$ cat config.mk
export PLATFORM = sky130hd
export DESIGN_NAME = riscv_core_mem_read_arbiter
export DESIGN_NICKNAME = d
export VERILOG_FILES = /design/src/rtl/riscv_core_pkg.sv /design/src/rtl/riscv_core_rr_arbiter2.sv /design/src/rtl/riscv_core_mem_read_arbiter.sv
export SDC_FILE = /design/constraint.sdc
export NUM_CORES = 1
export LEC_CHECK = 0
export BUFFER_PORTS_ARGS = -buffer_cell sky130_fd_sc_hd__buf_2
export CAP_MARGIN = 20
export CORE_AREA = 2 2 379 381
export CTS_CLUSTER_DIAMETER = 30
export CTS_CLUSTER_SIZE = 25
export DETAILED_ROUTE_END_ITERATION = 7
export DIE_AREA = 0 0 381 383
export PLACE_DENSITY = 0.3
export SLEW_MARGIN = 20
export SYNTH_ARGS = -nofsm -noshare
export SYNTH_HDL_FRONTEND = slang
export SYNTH_SLANG_ARGS = --single-unit
$ cat constraint.sdc
create_clock -name i_clk -period 1.8 [get_ports i_clk]
set_clock_uncertainty 0.1 [all_clocks]
set_input_delay 0.09 -clock i_clk [delete_from_list [all_inputs] [get_ports i_clk]]
set_output_delay 0.09 -clock i_clk [all_outputs]
set_load 0.05 [all_outputs]
$ cat src/rtl/riscv_core_pkg.sv
// Shared types and constants for the core's memory-side arbitration logic.
package riscv_core_pkg;

    typedef enum logic [1:0] {
        IDLE = 2'd0,
        BUSY = 2'd1,
        RESP = 2'd2
    } arb_state_e;

    // Owner encoding, also the value driven on o_grant_dcache.
    localparam logic OWNER_ICACHE = 1'b0;
    localparam logic OWNER_DCACHE = 1'b1;

endpackage

$ cat src/rtl/riscv_core_rr_arbiter2.sv
// Two-input round-robin pick: a lone requester wins, a tie goes to the side
// that did not own the previous fill.
module riscv_core_rr_arbiter2
    import riscv_core_pkg::*;
(
    input  logic req_i,
    input  logic req_d,
    input  logic last_owner,
    output logic grant_valid,
    output logic grant_owner
);

    // Pure combinational selection; the caller decides when to act on it.
    always_comb begin
        grant_valid = req_i | req_d;
        grant_owner = OWNER_ICACHE;
        if (req_i && req_d) begin
            grant_owner = (last_owner == OWNER_DCACHE) ? OWNER_ICACHE : OWNER_DCACHE;
        end else if (req_d) begin
            grant_owner = OWNER_DCACHE;
        end
    end

endmodule

$ cat src/rtl/riscv_core_mem_read_arbiter.sv
// Shares the AXI block-fill read channel between icache and dcache.
// One fill at a time: IDLE picks an owner, BUSY holds the request to the AXI
// master, RESP presents the registered block and pulses the owner's done.
module riscv_core_mem_read_arbiter
    import riscv_core_pkg::*;
#(
    parameter int ADDR_WIDTH     = 64,
    parameter int AXI_DATA_WIDTH = 256
) (
    input  logic                      i_clk,
    input  logic                      i_rst,
    input  logic                      i_icache_read_req,
    input  logic [ADDR_WIDTH-1:0]     i_icache_read_address,
    output logic                      o_icache_read_done,
    output logic [AXI_DATA_WIDTH-1:0] o_icache_block,
    input  logic                      i_dcache_read_req,
    input  logic [ADDR_WIDTH-1:0]     i_dcache_read_address,
    output logic                      o_dcache_read_done,
    output logic [AXI_DATA_WIDTH-1:0] o_dcache_block,
    output logic                      o_mem_read_req,
    output logic [ADDR_WIDTH-1:0]     o_mem_read_address,
    input  logic                      i_mem_read_done,
    input  logic [AXI_DATA_WIDTH-1:0] i_block_from_axi,
    output logic                      o_busy,
    output logic                      o_grant_dcache
);

    arb_state_e                state;
    arb_state_e                state_nxt;
    logic                      owner;
    logic                      last_owner;
    logic [ADDR_WIDTH-1:0]     addr_q;
    logic [AXI_DATA_WIDTH-1:0] block_q;
    logic                      grant_valid;
    logic                      grant_owner;

    riscv_core_rr_arbiter2 u_rr (
        .req_i       (i_icache_read_req),
        .req_d       (i_dcache_read_req),
        .last_owner  (last_owner),
        .grant_valid (grant_valid),
        .grant_owner (grant_owner)
    );

    // Next-state logic; done pulses outside BUSY fall through untouched.
    always_comb begin
        state_nxt = state;
        case (state)
            IDLE:    if (grant_valid) state_nxt = BUSY;
            BUSY:    if (i_mem_read_done) state_nxt = RESP;
            RESP:    state_nxt = IDLE;
            default: state_nxt = IDLE;
        endcase
    end

    // State, grant bookkeeping and the latched address/block.
    always_ff @(posedge i_clk) begin
        if (i_rst) begin
            state      <= IDLE;
            owner      <= OWNER_ICACHE;
            last_owner <= OWNER_DCACHE;
            addr_q     <= '0;
            block_q    <= '0;
        end else begin
            state <= state_nxt;
            if (state == IDLE && grant_valid) begin
                owner  <= grant_owner;
                addr_q <= (grant_owner == OWNER_DCACHE) ? i_dcache_read_address
                                                        : i_icache_read_address;
            end
            if (state == BUSY && i_mem_read_done) block_q <= i_block_from_axi;
            if (state == RESP) last_owner <= owner;
        end
    end

    // Outputs decode from registered state only, so requesters see no
    // combinational path from the AXI side.
    always_comb begin
        o_mem_read_req     = (state == BUSY);
        o_mem_read_address = (state == BUSY) ? addr_q : '0;
        o_busy             = (state == BUSY) || (state == RESP);
        o_icache_read_done = (state == RESP) && (owner == OWNER_ICACHE);
        o_dcache_read_done = (state == RESP) && (owner == OWNER_DCACHE);
        o_icache_block     = block_q;
        o_dcache_block     = block_q;
        o_grant_dcache     = owner;
    end

endmodule
## Word-level counts from Yosys, hierarchy flattened

Index checks and enable logic that the tools add are counted.

| word-level totals | value |
|---|---|
| register bits | 324 |
| input bits | 389 |
| word-level logic and storage cells | 27 |

| operators by class | value |
|---|---|
| equality and inequality tests | 4 |
| mux-type cells | 8 |
| bitwise logic cells | 2 |
| reduce and logical (&&, ||, !) cells | 8 |

Operator list:

| kind | count |
|---|---|
| $mux 64 | 2 |
| $logic_and 1x1->1 | 5 |
| $mux 2 | 2 |
| $pmux 2 s2 | 1 |
| $mux 1 | 3 |
| $eq 2x1->1 const B | 1 |
| $eq 2x2->1 const B | 1 |
| $logic_not 2->1 | 1 |
| $ne 2x1->1 const B | 1 |
| $ne 2x2->1 const B | 1 |
| $reduce_and 2->1 | 1 |
| $logic_or 1x1->1 | 1 |
| $not 1->1 | 1 |
| $or 1x1->1 | 1 |

## Logic depth before layout (Yosys ltp)

Gate-level depths: netlist (run 1).

| depth | value |
|---|---|
| depth in word-level cells | 3 |
| depth in mapped cells | 8 |

## By module

From an unflattened synthesis (run 1), not the netlist that was laid out.

| second synthesis, totals | value |
|---|---|
| cell total of the unflattened synthesis | 1,752 |
| area, all modules | 14,186.1 um^2 |

Modules (own cells, without submodules):

| module | instances | cells each | area an instance (um^2) | seq. area each (um^2) |
|---|---|---|---|---|
| riscv_core_mem_read_arbiter | 1 | 1,750 | 14,172.3 | 6,486.2 |
| riscv_core_rr_arbiter2 | 1 | 2 | 13.8 | 0.0 |

## Least setup slack after synthesis (run 1)

No wires, ideal clock.

| path | value |
|---|---|
| kind | flip-flop to flip-flop |
| start | register state[1] |
| end | register state[0] |
| setup time | 0.070 ns |
| arrival | 1.519 ns |
| slack | 0.111 ns |
| stages on the path, launching flop included | 6 |
| buffers on the path | 0 |
| clock period less this slack | 1.689 ns |
| path through | dfxtp_1 -> inv_1 -> ha_1 -> nor2b_1 -> or3b_2 -> a21oi_1 |

| between the ends | value |
|---|---|
| cells in the longest elaborated chain, start to end | 3 |
| elaborated cells between the ends (all ways) | 6 |

Ends and longest elaborated chain:

| what | line | RTL |
|---|---|---|
| from (decl) | riscv_core_mem_read_arbiter.sv:28 | `arb_state_e state;` |
| from (signal assigned) | riscv_core_mem_read_arbiter.sv:65 | `state <= state_nxt;` |
| $eq 2x1->1 (*) | n/a |  |
| via o_mem_read_req | riscv_core_mem_read_arbiter.sv:20 | `output logic o_mem_read_req,` |
| $ne 2x1->1 (no line) | n/a |  |
| $reduce_and 2->1 (no line) | n/a |  |

Mark *: on every way through the listed nets, which the timed path passes. The rest lies on a longest branch.
A chain may end at the register's enable or synchronous reset.

## Final worst setup path (run 1)

| path | value |
|---|---|
| start | register state[1] |
| end | output o_mem_read_address[2] |

| between the ends | value |
|---|---|
| cells in the longest elaborated chain, start to end | 2 |

Ends and longest elaborated chain:

| what | line | RTL |
|---|---|---|
| $eq 2x1->1 | riscv_core_mem_read_arbiter.sv:80 | `o_mem_read_address = (state == BUSY) ? addr_q : '0;` |
| $mux 64 | riscv_core_mem_read_arbiter.sv:80 |  |
| to (decl) | riscv_core_mem_read_arbiter.sv:21 | `output logic [ADDR_WIDTH-1:0] o_mem_read_address,` |

Every way passes these cells.

==> insert_results.sql, run 1 <==
INSERT INTO impl_metrics (metric_group, metric, value, unit) VALUES
('timing', 'final-setup-viol-count', '325', ''),
('floorplanning', 'rows', '139', ''),
('timing', 'finalHoldViolCount', '0', ''),
('clock_tree', 'tritoncts', 'built', ''),
('job', 'maximum_capacitance_violations', '0', ''),
('grt', 'first_pass_grt_wire_length', '125000', 'um'),
('clock_tree', 'cts_buffer_depth', '3', ''),
('logic_synthesis', 'postSynthAreaPerCell', '7.85', 'um2'),
('worst_hold_path', 'min_path_type', 'in -> reg', ''),
('placed_design', 'placedCellCount', '4404', ''),
('logic_synthesis', 'synth_xor_area_share', '0', '%'),
('grt', 'antenna_found_initial', '5', ''),
('timing', 'fin_hold_ws', '0.0802', 'ns'),
('logic_synthesis', 'compound_gate_fraction_of_synth_area', '16.8', '%'),
('setup_path', 'critical-path-slowest-cell', 'sky130_fd_sc_hd__dfxtp_2', ''),
('final_layout', 'layout.core_utilization', '23.0', '%'),
('clock_tree', 'cts.root.buffer_cell', 'sky130_fd_sc_hd__clkbuf_16', ''),
('setup_path', 'end_kind', 'output pin', ''),
('timing', 'relSlewSlack', '65.5', '%'),
('clock_tree', 'clock-sinks', '324', ''),
('timing', 'postLayoutSetupSlackWorst', '-0.307', 'ns'),
('floorplanning', 'die_x', '381', 'um'),
('floorplanning', 'die-area', '146000', 'um2'),
('grt', 'global_route.usage.total', '11.9', '%'),
('timing', 'final-max-slew-violation-count', '0', ''),
('drt', 'drtIter0Drc', '534', ''),
('final_layout', 'design.final.nets', '3515', ''),
('final_layout', 'multi_input_comb_area', '6790', 'um2'),
('logic_synthesis', 'post_synth_mux_area_share', '0', '%'),
('clock_tree', 'path_clk_slew', '0.04', 'ns'),
('timing', 'sum_of_negative_setup_slack', '-68.94', 'ns'),
('logic_synthesis', 'ys_ff_latch', '324', ''),
('drt', 'avgViaCountPerCell', '3.41', ''),
('setup_path', 'timing.critical_path.cells', 'inv_2 > ha_4 > buf_8 > buf_12 > and2_1 > buf_6', ''),
('drt', 'wl', '95800', 'um'),
('floorplanning', 'fp.coreArea', '142000', 'um2'),
('final_layout', 'sequential_cell_area', '6490', 'um2'),
('drt', 'drc', '0', ''),
('logic_synthesis', 'post_synth_instance_area', '14300', 'um2'),
('floorplanning', 'ioPinCount', '970', ''),
('setup_path', 'critical_path_class', 'reg -> out', ''),
('logic_synthesis', 'synth_top_family_by_area', 'simple AND/OR/NAND/NOR gates', ''),
('drt', 'drt_pass_1_iters', '5', ''),
('floorplanning', 'initial_standard_cell_utilization_of_the_core', '10.1', '%'),
('status', 'status', 'complete, but fails checks', ''),
('power', 'leakage_power_figure', '14.7', 'nW'),
('grt', 'grt_start_max_net_pins', '73', ''),
('grt', 'globalRoute.totalOverflow', '0', ''),
('final_layout', 'final_cell_mix', 'sky130_fd_sc_hd__buf_2 (874), sky130_fd_sc_hd__nand2_1 (427), sky130_fd_sc_hd__dlygate4sd3_1 (410), sky130_fd_sc_hd__dfxtp_1 (320), sky130_fd_sc_hd__a21oi_1 (183)', ''),
('setup_path', 'worstPathArrival', '1.92', 'ns'),
('power', 'vdd.ir_drop.worst', '0.756', 'mV'),
('final_layout', 'layout_commonest_cell', 'sky130_fd_sc_hd__buf_2', ''),
('timing', 'period_share', '117', '%'),
('power', 'power.total', '38.8', 'mW'),
('floorplanning', 'chipHeight', '383', 'um'),
('power', 'pwr_density_cell', '1190', 'nW/um2'),
('drt', 'route.vias.total', '17475', ''),
('timing', 'finalWorstPathRequiredPeriod', '2.11', 'ns'),
('grt', 'vias_in_the_first_global_route', '17404', ''),
('final_layout', 'final_cells', '5123', ''),
('placed_design', 'dp.final_hpwl', '65600', 'um'),
('timing', 'achievable-frequency', '475', 'MHz'),
('logic_synthesis', 'yosys.area_share.adder', '0.437', '%'),
('timing', 'setup_repair_after_global_routing_missed_its_margin', 'true', ''),
('placed_design', 'finalWeightedCongestion', '0.816', ''),
('setup_path', 'startpoint_type', 'flop', ''),
('final_layout', 'num-fill-cells', '15758', ''),
('setup_path', 'worstPathMaxFanout', '8', ''),
('placed_design', 'port_buffers', '969', ''),
('drt', 'drt.antenna.violating_nets', '0', ''),
('status', 'failed_checks', 'negative setup slack', '');
synth_stat cells, drive strengths merged:
library cell    n  area (um2)
a22oi           1        7.51
ha              5        62.6
inv             3        11.3
nand2b          1        6.26
nor2           67         251
clkbuf         61         229
a211oi         65         738
a211o           1        8.76
buf           323        2270
nand2         577        2170
nor2b           1        6.26
o21ai           2        10.0
and2           66         413
dfxtp         324        6490
a21bo           1        10.0
or3b            1        8.76
nor3b           1        7.51
o21a            1        7.51
a21boi          1        11.3
a21oi         321        1610
worst max-delay path: cells and delay by family, from the launching register on:
| family | cells | cell delay [ns] |
|---|---|---|
| buffers and inverters | 4 | 0.53 |
| DFF | 1 | 0.31 |
| adders and majority gates | 1 | 0.19 |
| and+or+nand+nor | 1 | 0.15 |
metal layers:
layer  vias to the layer above  wire length (um)  track usage (%)
met5                         -                26                0
met4                         4              2570             3.54
met1                      8323             40200             14.1
met2                       678             47000             20.4
met3                       151              5980             3.62
li1                       8319                 -                -
flip-flops by register name, indices dropped and copies added, names as in the netlist:
signal and flops:
o_grant_dcache 1, last_owner 1, addr_q 64, o_dcache_block 256, state 2
power breakdown:
group          total [mW]  internal [mW]  switching [mW]  leakage, nW
Clock                20.0           14.1            5.88         1.98
Sequential           8.39           7.82           0.565         2.65
Combinational        10.4           4.05            6.34         10.1
timing repair:
item | in CTS | in global routing
hold buffers | 410 | 0
pin swaps | 90 | 145
resized for setup | 343 | 448
endpoints found under the hold margin | 323 | 0
buffers inserted | 19 | 24
cloned | 16 | 41
endpoints found under the setup margin | 109 | 327
kinds of logic (layout without fill, tap and decap cells):
family / Yosys count / after routing
other: 0 / 4
AND/OR/NAND/NOR: 714 / 714
buffers and inverters: 387 / 1780
flip-flops: 324 / 324
adder cells (fa/ha/maj): 5 / 5
AO/OA/AOI/OAI: 393 / 393
layout make-up:
cell class              count  share of cell area (%)
repair buffers           1567                    39.8
multi-input cells        1112                    20.8
flip-flops and latches    324                    19.9
clock buffers             168                    10.5
well taps                1903                    7.28
clock inverters            42                    1.72
inverters                   3                  0.0574
diodes                      4                  0.0306
per-stage QoR:
stage          instance area [um2]  setup WS, ns
6_report                     32700        -0.307
5_1_grt                      32700        -0.434
4_1_cts                      30100        -0.425
3_5_place_dp                 20200      -0.00105
3_3_place_gp                 20200       -0.0141
2_1_floorplan                14300         0.111
worst paths after layout:
kind / from / end / slack, ns / depth (start not counted)
worst max-delay path: state[1]$_SDFFE_PP0P_ / o_mem_read_address[2] / -0.31 / 6
worst min-delay path: i_block_from_axi[103] / o_dcache_block[103]$_SDFFE_PP0P_ / 0.08 / 4
worst max register to register: state[1]$_SDFFE_PP0P_ / o_dcache_block[84]$_SDFFE_PP0P_ / -0.30 / 12
worst min register to register: o_dcache_block[8]$_SDFFE_PP0P_ / o_dcache_block[8]$_SDFFE_PP0P_ / 0.36 / 2
(Power assumes the default switching activity.)
==> run 2: changes to the inputs <==
--- a/config.mk
+++ b/config.mk
@@ -9,7 +9,7 @@
 export CAP_MARGIN = 20
 export CORE_AREA = 2 2 379 381
 export CTS_CLUSTER_DIAMETER = 30
-export CTS_CLUSTER_SIZE = 25
+export CTS_CLUSTER_SIZE = 8
 export DETAILED_ROUTE_END_ITERATION = 7
 export DIE_AREA = 0 0 381 383
 export PLACE_DENSITY = 0.3
==> constraint.sdc (replaced) <==
create_clock -name i_clk -period 2.4 [get_ports i_clk]
set_clock_uncertainty 0.1 [all_clocks]
set_input_delay 0.12 -clock i_clk [delete_from_list [all_inputs] [get_ports i_clk]]
set_output_delay 0.12 -clock i_clk [all_outputs]
set_load 0.05 [all_outputs]
==> run 2 against run 1 <==
Compared with the run above:
- the run now ends clean
- wire length is 6.8% lower
- clock power is 26% lower
- count of clock-buffer cells in the layout stayed put
- power is 29% lower
- sequential power is 26% lower
- global-route usage is 0.57 points lower
- hold slack hardly changed
- sequential cell count stayed put
- final cell count is 0.82% lower
- register-to-register slack better by 0.39 ns
- critical endpoint is now o_dcache_block[208]$_SDFFE_PP0P_
- largest cell class unchanged
==> insert_results.sql, run 2 (synthesized netlist as in run 1, its figures left out) <==
INSERT INTO impl_metrics (metric_group, metric, value, unit) VALUES
('power', 'pwr_density_cell', '948', 'nW/um2'),
('drt', 'route.vias.total', '17055', ''),
('worst_hold_path', 'min_path_type', 'in -> reg', ''),
('grt', 'grt_start_max_net_pins', '62', ''),
('clock_tree', 'cts.htree.levels', '3', ''),
('timing', 'finalWorstPathRequiredPeriod', '2.31', 'ns'),
('final_layout', 'design.final.nets', '3476', ''),
('floorplanning', 'fp.coreArea', '142000', 'um2'),
('clock_tree', 'cts_made_buffers', '119', ''),
('final_layout', 'post_route_cells_drive_above_1_share', '40.8', '%'),
('setup_path', 'worst-endpoint-required', '2.96', 'ns'),
('setup_path', 'worst_r2r_endpoint', 'o_dcache_block[208]$_SDFFE_PP0P_', ''),
('placed_design', 'finalWeightedCongestion', '0.804', ''),
('timing', 'sum_of_negative_setup_slack', '0', 'ns'),
('timing', 'relSlewSlack', '61.1', '%'),
('grt', 'antenna_found_initial', '12', ''),
('final_layout', 'final_cell_mix', 'sky130_fd_sc_hd__buf_2 (936), sky130_fd_sc_hd__nand2_1 (576), sky130_fd_sc_hd__dlygate4sd3_1 (481), sky130_fd_sc_hd__dfxtp_1 (324), sky130_fd_sc_hd__a21oi_1 (320)', ''),
('timing', 'period_share', '96.1', '%'),
('setup_path', 'timing.reg2reg.worst_path_depth', '9', ''),
('final_layout', 'num-fill-cells', '16119', ''),
('placed_design', 'dp.final_hpwl', '64300', 'um'),
('grt', 'globalRoute.totalOverflow', '0', ''),
('floorplanning', 'ioPinCount', '970', ''),
('final_layout', 'layout.core_utilization', '20.4', '%'),
('setup_path', 'timing.reg2reg.setup_slack', '0.09', 'ns'),
('final_layout', 'flow.area_growth_from_synthesis', '103', '%'),
('placed_design', 'port_buffers', '969', ''),
('timing', 'final-setup-viol-count', '0', ''),
('drt', 'drc', '0', ''),
('setup_path', 'worstPathArrival', '2.86', 'ns'),
('final_layout', 'largest_register_ff_count', '256', ''),
('status', 'status', 'completed', ''),
('setup_path', 'startpoint_type', 'flop', ''),
('setup_path', 'timing.rr.start', 'state[1]$_SDFFE_PP0P_', ''),
('floorplanning', 'initial_standard_cell_utilization_of_the_core', '10.1', '%'),
('grt', 'global_route.usage.total', '11.3', '%'),
('clock_tree', 'path_clk_slew', '0.04', 'ns'),
('power', 'leakage_power_figure', '13.7', 'nW'),
('worst_hold_path', 'hold_path_end', 'o_dcache_block[248]$_SDFFE_PP0P_', ''),
('clock_tree', 'tritoncts', 'built', ''),
('floorplanning', 'die-area', '146000', 'um2'),
('drt', 'drtIter0Drc', '631', ''),
('clock_tree', 'cts_buffer_depth', '3', ''),
('drt', 'drt.antenna.violating_nets', '0', ''),
('job', 'maximum_capacitance_violations', '0', ''),
('setup_path', 'critical_path_class', 'reg -> reg', ''),
('clock_tree', 'cts.root.buffer_cell', 'sky130_fd_sc_hd__clkbuf_16', ''),
('drt', 'drt_pass_1_iters', '5', ''),
('timing', 'setup_repair_after_global_routing_missed_its_margin', 'true', ''),
('timing', 'finalHoldViolCount', '0', ''),
('timing', 'worst_slew_pin_slew', '0.583', 'ns'),
('drt', 'avgViaCountPerCell', '3.36', ''),
('setup_path', 'end_kind', 'flop', ''),
('power', 'vdd.ir_drop.worst', '0.647', 'mV'),
('grt', 'first_pass_grt_wire_length', '121000', 'um'),
('clock_tree', 'clk-insertion-delay-late', '0.72', 'ns'),
('drt', 'wl', '89300', 'um'),
('floorplanning', 'rows', '139', ''),
('floorplanning', 'die_x', '381', 'um'),
('worst_hold_path', 'hold_start', 'i_block_from_axi[248]', ''),
('worst_hold_path', 'min_delay_path_depth', '4', ''),
('floorplanning', 'chipHeight', '383', 'um'),
('final_layout', 'layout_commonest_cell', 'sky130_fd_sc_hd__buf_2', ''),
('timing', 'achievable-frequency', '434', 'MHz'),
('drt', 'average_wire_per_cell_in_the_routed_design', '17.6', 'um'),
('setup_path', 'worstPathMaxFanout', '23', ''),
('clock_tree', 'clock-sinks', '324', ''),
('timing', 'final-max-slew-violation-count', '0', ''),
('grt', 'vias_in_the_first_global_route', '17445', '');
## run 2: stage by stage
stage	hold slack, ns	power (mW)	area (um2)	std cells	worst slack, ns
floorplan	0.156	10.1	14300	1823	0.701
global placement	0.261	11.7	19700	4363	0.495
detailed placement	0.265	11.7	19700	4363	0.472
CTS	0.0105	27.7	28600	5062	0.00493
global route	0.0462	28.7	29000	5079	-0.0852
finish	0.0800	27.5	29000	5081	0.0945
## run 2: report_power, final
group / switching (mW) / total (mW) / internal [mW]
sequential: 0.377 / 6.24 / 5.86
clock: 4.50 / 14.9 / 10.4
combinational: 4.25 / 6.41 / 2.16
total: 9.12 / 27.5 / 18.4
## run 2: final cells by class
class	instances	area, um2	area share, %
Clock inverter	47	500	1.73
Antenna cell	2	5.00	0.0173
Tap cell	1903	2380	8.21
Timing Repair Buffer	1522	10800	37.2
Sequential cell	324	6490	22.4
Multi-Input combinational cell	1112	5370	18.5
Inverter	3	11.3	0.0388
Clock buffer	168	3450	11.9
## run 2: worst max-delay path by stage
stage | cells after the start | startpoint | endpoint
2_1_floorplan | 5 | state[1]$_SDFFE_PP0P_ | o_mem_read_address[10]
3_5_place_dp | 8 | state[1]$_SDFFE_PP0P_ | o_dcache_block[181]$_SDFFE_PP0P_
3_3_place_gp | 8 | state[1]$_SDFFE_PP0P_ | o_dcache_block[181]$_SDFFE_PP0P_
6_report | 9 | state[1]$_SDFFE_PP0P_ | o_dcache_block[208]$_SDFFE_PP0P_
5_1_grt | 9 | state[1]$_SDFFE_PP0P_ | o_dcache_block[28]$_SDFFE_PP0P_
4_1_cts | 5 | state[1]$_SDFFE_PP0P_ | o_mem_read_address[37]
## run 2: per-layer routing
metal / routed length [um] / track usage, %
met4: 2510 / 4.39
met5: 62 / 0
met1: 37600 / 13.5
met3: 5420 / 3.04
met2: 43600 / 19.2
## run 2: what timing repair did
item	4_1_cts	5_1_grt
pin swaps	1	0
gates resized for setup	34	16
hold endpoints to repair	323	0
setup endpoints to repair	64	136
hold buffers	482	0
setup buffers	1	5
gates cloned	1	12
## run 2: critical path, cell delays in order (launching register included)
cell	delay [ns]
sky130_fd_sc_hd__dfxtp_1	0.34
sky130_fd_sc_hd__inv_2	0.09
sky130_fd_sc_hd__ha_4	0.20
sky130_fd_sc_hd__buf_4	0.15
sky130_fd_sc_hd__nand2_4	0.08
sky130_fd_sc_hd__buf_12	0.22
sky130_fd_sc_hd__buf_8	0.24
sky130_fd_sc_hd__nand2_1	0.08
sky130_fd_sc_hd__a21oi_1	0.16
sky130_fd_sc_hd__dlygate4sd3_1	0.56
